<file path="config.mk">
export PLATFORM = sky130hd
export DESIGN_NAME = imem_load_arbiter_flat
export DESIGN_NICKNAME = d
export VERILOG_FILES = /design/src/rtl/imem_load_arbiter_if.sv /design/src/rtl/imem_load_arbiter.sv /design/src/flat_wrapper.sv
export SDC_FILE = /design/constraint.sdc
export NUM_CORES = 1
export LEC_CHECK = 0
export CAP_MARGIN = 20
export CORE_ASPECT_RATIO = 0.75
export CORE_MARGIN = 4
export CORE_UTILIZATION = 30
export DETAILED_ROUTE_END_ITERATION = 10
export MAX_ROUTING_LAYER = met4
export PLACE_DENSITY = 0.69
export RECOVER_POWER = 50
export SETUP_SLACK_MARGIN = 0.4
export SYNTH_ARGS = -nofsm -noshare
export SYNTH_HDL_FRONTEND = slang
export SYNTH_SLANG_ARGS = --single-unit
</file>
<file path="constraint.sdc">
create_clock -name clk_i -period 1.8 [get_ports clk_i]
set_clock_uncertainty 0.1 [all_clocks]
set_input_delay 0.36 -clock clk_i [delete_from_list [all_inputs] [get_ports clk_i]]
set_output_delay 0.36 -clock clk_i [all_outputs]
set_load 0.01 [all_outputs]
</file>
<file path="src/rtl/imem_load_arbiter_if.sv">
// Bundle between the program loader, the CPU fetch path and InstructionMemory.
// The arbiter takes the slave side; whoever drives loader/fetch/reload takes the master side.
interface imem_load_arbiter_if;
  logic        ldValid;
  logic [7:0]  ldData;
  logic        ldLast;
  logic        ldReady;
  logic        reload;
  logic [31:0] fetchAddr;
  logic [31:0] memAddr;
  logic [7:0]  memWrData;
  logic        memWe;
  logic        memRw;
  logic        cpuHold;
  logic [7:0]  loadCount;
  logic        loadDone;
  logic        loadErr;

  modport master (
    output ldValid, ldData, ldLast, reload, fetchAddr,
    input  ldReady, memAddr, memWrData, memWe, memRw, cpuHold, loadCount, loadDone, loadErr
  );

  modport slave (
    input  ldValid, ldData, ldLast, reload, fetchAddr,
    output ldReady, memAddr, memWrData, memWe, memRw, cpuHold, loadCount, loadDone, loadErr
  );
endinterface

</file>
<file path="src/rtl/imem_load_arbiter.sv">
// Shares the InstructionMemory port: byte-serial program load with zero padding to a word
// boundary after reset or a reload, then a read passthrough of the CPU fetch address.
module imem_load_arbiter #(
  parameter logic [31:0] BASE_ADDR = 32'd0,
  parameter int          MAX_BYTES = 128
) (
  input  logic                 clk_i,
  input  logic                 rst_i,
  imem_load_arbiter_if.slave   bus
);

  typedef enum logic [1:0] {IDLE, LOAD, ALIGN, RUN} state_e;

  localparam logic [7:0] MaxCount = 8'(MAX_BYTES);

  state_e      state_q, state_d;
  logic [7:0]  loadCount_q, loadCount_d;
  logic        loadErr_q, loadErr_d;
  logic        memWe_q, memWe_d;
  logic [31:0] wrAddr_q, wrAddr_d;
  logic [7:0]  wrData_q, wrData_d;

  logic        countFull;
  logic        countAligned;
  logic [31:0] nextWrAddr;

  assign countFull    = (loadCount_q >= MaxCount);
  assign countAligned = (loadCount_q[1:0] == 2'b00);
  assign nextWrAddr   = BASE_ADDR + {24'd0, loadCount_q};

  always_ff @(posedge clk_i) begin
    if (rst_i) begin
      state_q     <= IDLE;
      loadCount_q <= 8'd0;
      loadErr_q   <= 1'b0;
      memWe_q     <= 1'b0;
      wrAddr_q    <= BASE_ADDR;
      wrData_q    <= 8'd0;
    end else begin
      state_q     <= state_d;
      loadCount_q <= loadCount_d;
      loadErr_q   <= loadErr_d;
      memWe_q     <= memWe_d;
      wrAddr_q    <= wrAddr_d;
      wrData_q    <= wrData_d;
    end
  end

  // Every memory write is registered, so it appears the cycle after the byte or pad is decided.
  always_comb begin
    state_d     = state_q;
    loadCount_d = loadCount_q;
    loadErr_d   = loadErr_q;
    memWe_d     = 1'b0;
    wrAddr_d    = wrAddr_q;
    wrData_d    = wrData_q;
    unique case (state_q)
      IDLE: state_d = LOAD;
      LOAD: begin
        if (bus.ldValid) begin
          if (!countFull) begin
            memWe_d     = 1'b1;
            wrAddr_d    = nextWrAddr;
            wrData_d    = bus.ldData;
            loadCount_d = loadCount_q + 8'd1;
          end else begin
            loadErr_d = 1'b1;
          end
          if (bus.ldLast) state_d = ALIGN;
        end
      end
      ALIGN: begin
        if (!countAligned && !countFull) begin
          memWe_d     = 1'b1;
          wrAddr_d    = nextWrAddr;
          wrData_d    = 8'h00;
          loadCount_d = loadCount_q + 8'd1;
        end else begin
          state_d = RUN;
        end
      end
      RUN: begin
        // The write address returns to the base so the next load starts from a clean view.
        if (bus.reload) begin
          state_d     = LOAD;
          loadCount_d = 8'd0;
          loadErr_d   = 1'b0;
          wrAddr_d    = BASE_ADDR;
        end
      end
      default: state_d = IDLE;
    endcase
  end

  assign bus.ldReady   = (state_q == LOAD);
  assign bus.cpuHold   = (state_q != RUN);
  assign bus.loadDone  = (state_q == RUN);
  assign bus.memRw     = (state_q == RUN);
  assign bus.memWe     = memWe_q;
  assign bus.memAddr   = (state_q == RUN) ? bus.fetchAddr : wrAddr_q;
  assign bus.memWrData = wrData_q;
  assign bus.loadCount = loadCount_q;
  assign bus.loadErr   = loadErr_q;

endmodule

</file>
<file path="src/flat_wrapper.sv">
// flat-port wrapper written by rule: the top's interface ports become plain ports
module imem_load_arbiter_flat 
#(
  parameter logic [31:0] BASE_ADDR = 32'd0,
  parameter int          MAX_BYTES = 128
)
  (clk_i, rst_i, bus_ldValid, bus_ldData, bus_ldLast, bus_reload, bus_fetchAddr, bus_ldReady, bus_memAddr, bus_memWrData, bus_memWe, bus_memRw, bus_cpuHold, bus_loadCount, bus_loadDone, bus_loadErr);
  imem_load_arbiter_if bus_i ();
  input  logic clk_i;
  input  logic rst_i;
  input wire logic [$bits(bus_i.ldValid)-1:0] bus_ldValid;
  input wire logic [$bits(bus_i.ldData)-1:0] bus_ldData;
  input wire logic [$bits(bus_i.ldLast)-1:0] bus_ldLast;
  input wire logic [$bits(bus_i.reload)-1:0] bus_reload;
  input wire logic [$bits(bus_i.fetchAddr)-1:0] bus_fetchAddr;
  output wire logic [$bits(bus_i.ldReady)-1:0] bus_ldReady;
  output wire logic [$bits(bus_i.memAddr)-1:0] bus_memAddr;
  output wire logic [$bits(bus_i.memWrData)-1:0] bus_memWrData;
  output wire logic [$bits(bus_i.memWe)-1:0] bus_memWe;
  output wire logic [$bits(bus_i.memRw)-1:0] bus_memRw;
  output wire logic [$bits(bus_i.cpuHold)-1:0] bus_cpuHold;
  output wire logic [$bits(bus_i.loadCount)-1:0] bus_loadCount;
  output wire logic [$bits(bus_i.loadDone)-1:0] bus_loadDone;
  output wire logic [$bits(bus_i.loadErr)-1:0] bus_loadErr;
  assign bus_i.ldValid = bus_ldValid;
  assign bus_i.ldData = bus_ldData;
  assign bus_i.ldLast = bus_ldLast;
  assign bus_i.reload = bus_reload;
  assign bus_i.fetchAddr = bus_fetchAddr;
  assign bus_ldReady = bus_i.ldReady;
  assign bus_memAddr = bus_i.memAddr;
  assign bus_memWrData = bus_i.memWrData;
  assign bus_memWe = bus_i.memWe;
  assign bus_memRw = bus_i.memRw;
  assign bus_cpuHold = bus_i.cpuHold;
  assign bus_loadCount = bus_i.loadCount;
  assign bus_loadDone = bus_i.loadDone;
  assign bus_loadErr = bus_i.loadErr;
  imem_load_arbiter #(.BASE_ADDR(BASE_ADDR), .MAX_BYTES(MAX_BYTES)) u_core (.clk_i(clk_i), .rst_i(rst_i), .bus(bus_i));
endmodule
</file>
==> run_results.csv <==
group,metric,value,unit
run_status,outcome,"finished with violations",
run_status,violations,"negative setup slack",
worst_setup_path,cp_slowest_stage_delay,490,ps
clocking,root_buffer,"clkbuf_8",
yosys,synth_compound_area_frac,0.146,
sta,finalCriticalPeriod,2220,ps
clocking,clk_latency,290,ps
global_route,grt_usage,0.202,
worst_setup_path,critical_path_required,1900,ps
yosys,synth_warnings,0,
yosys,netlist_area,1650,um^2
worst_setup_path,r2r-end,"u_core.bus.loadCount[2]",
detailed_routing,dr.pass1.iters,4,
sta,rsz0062_at_grt,"true",
global_route,grt_max_degree,19,
floorplan,rows,23,
yosys,synth_top_family_by_area,"simple AND/OR/NAND/NOR gates",
global_route,grt_first_pass_wirelength,10500,um
place,dpl_cell_area,3090,um^2
yosys,synth_fa_ha_area_frac,0.0531,
yosys,avgSynthCellArea,8.38,um^2
yosys,synth-simple-area-share,0.304,
yosys,yosysSeqAreaShare,0.340,
detailed_routing,ant_nets,0,
sta,worst_slew_pin_slew,331,ps
worst_hold_path,min_from,"u_core.wrAddr_q[4]",
layout,final_common_cell,"buf_6",
clocking,h-tree-depth,1,
yosys,yosysUniqueCellTypes,34,
detailed_routing,first_iter_violations,168,
sta,fmax,0.451,GHz
sta,finalMaxSlewViolations,0,
layout,drive_above_1_share,0.538,
clocking,cts_hold_buf,0,
layout,fin_nets,410,
sta,setup_violations,62,
clocking,numCtsBuffers,3,
floorplan,die_area,6760,um^2
clocking,clockBufferDepth,2,
worst_setup_path,end_kind,"flip-flop",
yosys,syn-num-nets,249,
layout,finish.instance_area,3840,um^2
power_and_ir_drop,power,4.42,mW
power_and_ir_drop,ir_worst_vdd,0.587,mV
clocking,cts_tree,"built",
worst_hold_path,holdPathStages,2,
place,post-dp-hpwl,4160,um
worst_setup_path,path_cells,"buf_6, inv_6, ha_4, o21ai_2, nand4b_1, buf_4, or4b_1, a31oi_1",
global_route,grt-ovfl-total,0,
layout,diodes,0,
place,dp_slack,-340,ps
worst_setup_path,r2r_cells,8,
yosys,synth_top_area_cell,"dfxtp_1",
worst_setup_path,path_class,"reg2reg",
yosys,syn_inst,197,
global_route,grt_antenna_before_repair,0,
floorplan,die_h,72.2,um
worst_hold_path,hold_end,"u_core.wrAddr_q[4]",
yosys,synthXorXnorAreaFrac,0,
floorplan,io_pins,99,
detailed_routing,finalWirelength,7610,um
yosys,muxShareOfSynthArea,0.109,
detailed_routing,routed_via_density,4.99,
power_and_ir_drop,leakage,1.64,nW
floorplan,die_x,93.6,um
place,dp.cells,386,
floorplan,initial_utilization,0.310,
place,portBuffers,98,
worst_setup_path,crit_slowest_cell,"or4b_1",
layout,layout_common_cells,"buf_6 (64), clkdlybuf4s50_1 (45), buf_4 (35)",
detailed_routing,post_drt_wl_per_cell,17.6,um
sta,finalHoldViolCount,0,
sta,tns,-13540,ps
clocking,cts_sinks,28,
global_route,grt_pass1_vias,2078,
worst_setup_path,reg2reg_from,"u_core.state_q[1]",
yosys,synth_area_leaders,"dfxtp_1 (34%), and2_1 (9.1%), mux2i_1 (5.5%)",
worst_setup_path,worst-path-max-fanout,4,
detailed_routing,drc_errors,0,
worst_setup_path,r2r_slack,-420,ps
floorplan,fp.coreArea,5320,um^2
worst_setup_path,start_kind,"flip-flop",
clocking,clk_transition_reported_paths,110,ps
sta,finalCritPeriodShare,1.23,
worst_setup_path,critPathArrivalTime,2320,ps
yosys,synth_top_area_frac,0.340,
flow_run,maxCapViolCount,0,
place,place.gp.congestion,0.709,
sta,relSlewSlack,0.779,
power_and_ir_drop,pwr_density_cell,1150,nW/um^2
layout,final_core_util,0.721,
layout,finalNonFillerCells,432,
detailed_routing,num_vias,2157,
layout,area_growth,133,%
sta,layout_setup_ws,-419,ps
yosys,synth_seq_cells,28,
worst_hold_path,hold_class,"reg2reg",
sta,worst_hold_slack,386,ps
layout make-up:
type                       instances  area (um^2)
timing repair buffer             170         1770
fill                             364         1490
multi-input combinational        149         1280
sequential                        28          588
tap                               75         93.8
clock buffer                       3         41.3
inverter                           6         32.5
clock inverter                     1         30.0
per-layer routing:
layer | track usage | routed length, um | up-vias
met5 | - | 0 | -
met4 | 0.0385 | 202 | 0
met3 | 0.0311 | 596 | 19
met2 | 0.357 | 3690 | 111
met1 | 0.247 | 3120 | 1021
li1 | - | - | 1006
state kept, by name (all words and copies together), names as in the netlist:
name / cells
u_core.wrAddr_q: 8
u_core.bus.loadCount: 8
u_core.state_q: 2
u_core.bus.memWrData: 8
u_core.bus.loadErr: 1
u_core.bus.memWe: 1
worst max-delay path by stage:
stage / startpoint / end / slack, ps / depth (start not counted)
3_3_place_gp: u_core.state_q[0] / bus_memAddr[25] / -310 / 4
3_5_place_dp: u_core.state_q[0] / bus_memAddr[14] / -340 / 4
6_report: u_core.state_q[1] / u_core.bus.loadCount[2] / -420 / 8
2_1_floorplan: u_core.state_q[1] / u_core.bus.loadCount[1] / 40 / 8
4_1_cts: u_core.state_q[1] / u_core.bus.loadCount[2] / -190 / 8
5_1_grt: u_core.state_q[1] / u_core.bus.loadCount[2] / -470 / 8
power by group:
| part | switching, mW | internal [mW] | total [mW] | leakage [nW] |
|---|---|---|---|---|
| Sequential | 0.0727 | 0.747 | 0.819 | 0.234 |
| Clock | 0.216 | 0.298 | 0.514 | 0.0357 |
| Combinational | 1.30 | 1.78 | 3.09 | 1.37 |
| Total | 1.59 | 2.83 | 4.42 | 1.64 |
logic make-up (layout without fill, tap and decap cells):
group                      Yosys count  count (layout)
buffers and inverters               20             180
and+or+nand+nor                     85              85
muxes                               17              17
adders and majority gates            7               7
DFF                                 28              28
AOI/OAI and AO/OA                   40              40
worst max-delay path, delay by kind of cell, from the launching register on:
kind	cells	cell delay (ps)
AOI/OAI and AO/OA	2	390
adders and majority gates	1	170
buffers and inverters	3	380
DFF	1	370
and+or+nand+nor	2	720
Yosys cell counts:
master,count
dfxtp_1,28
and2_1,24
nor2_1,14
o21ai_0,14
a21oi_1,12
clkbuf_1,12
nor2b_1,10
mux2i_1,9
mux2_2,8
ha_1,7
inv_1,6
nand2_1,6
nand3_1,6
or3b_1,6
a31oi_1,5
or3_1,4
nand2b_1,3
or4_1,3
a22oi_1,2
and3_1,2
nor3_1,2
o32ai_1,2
a211oi_1,1
a21bo_2,1
a221oi_1,1
and4_1,1
buf_2,1
buf_4,1
nand4b_1,1
nor4b_1,1
o2111ai_2,1
o21ai_1,1
or2_2,1
or4b_1,1
repair_timing:
action                     4_1_cts  5_1_grt
setup endpoints to repair       82       77
resized for setup              271       29
gates cloned                     2        0
setup buffers                   31        9
pin swaps                        7       10
Power figures use the tool's default switching activity.
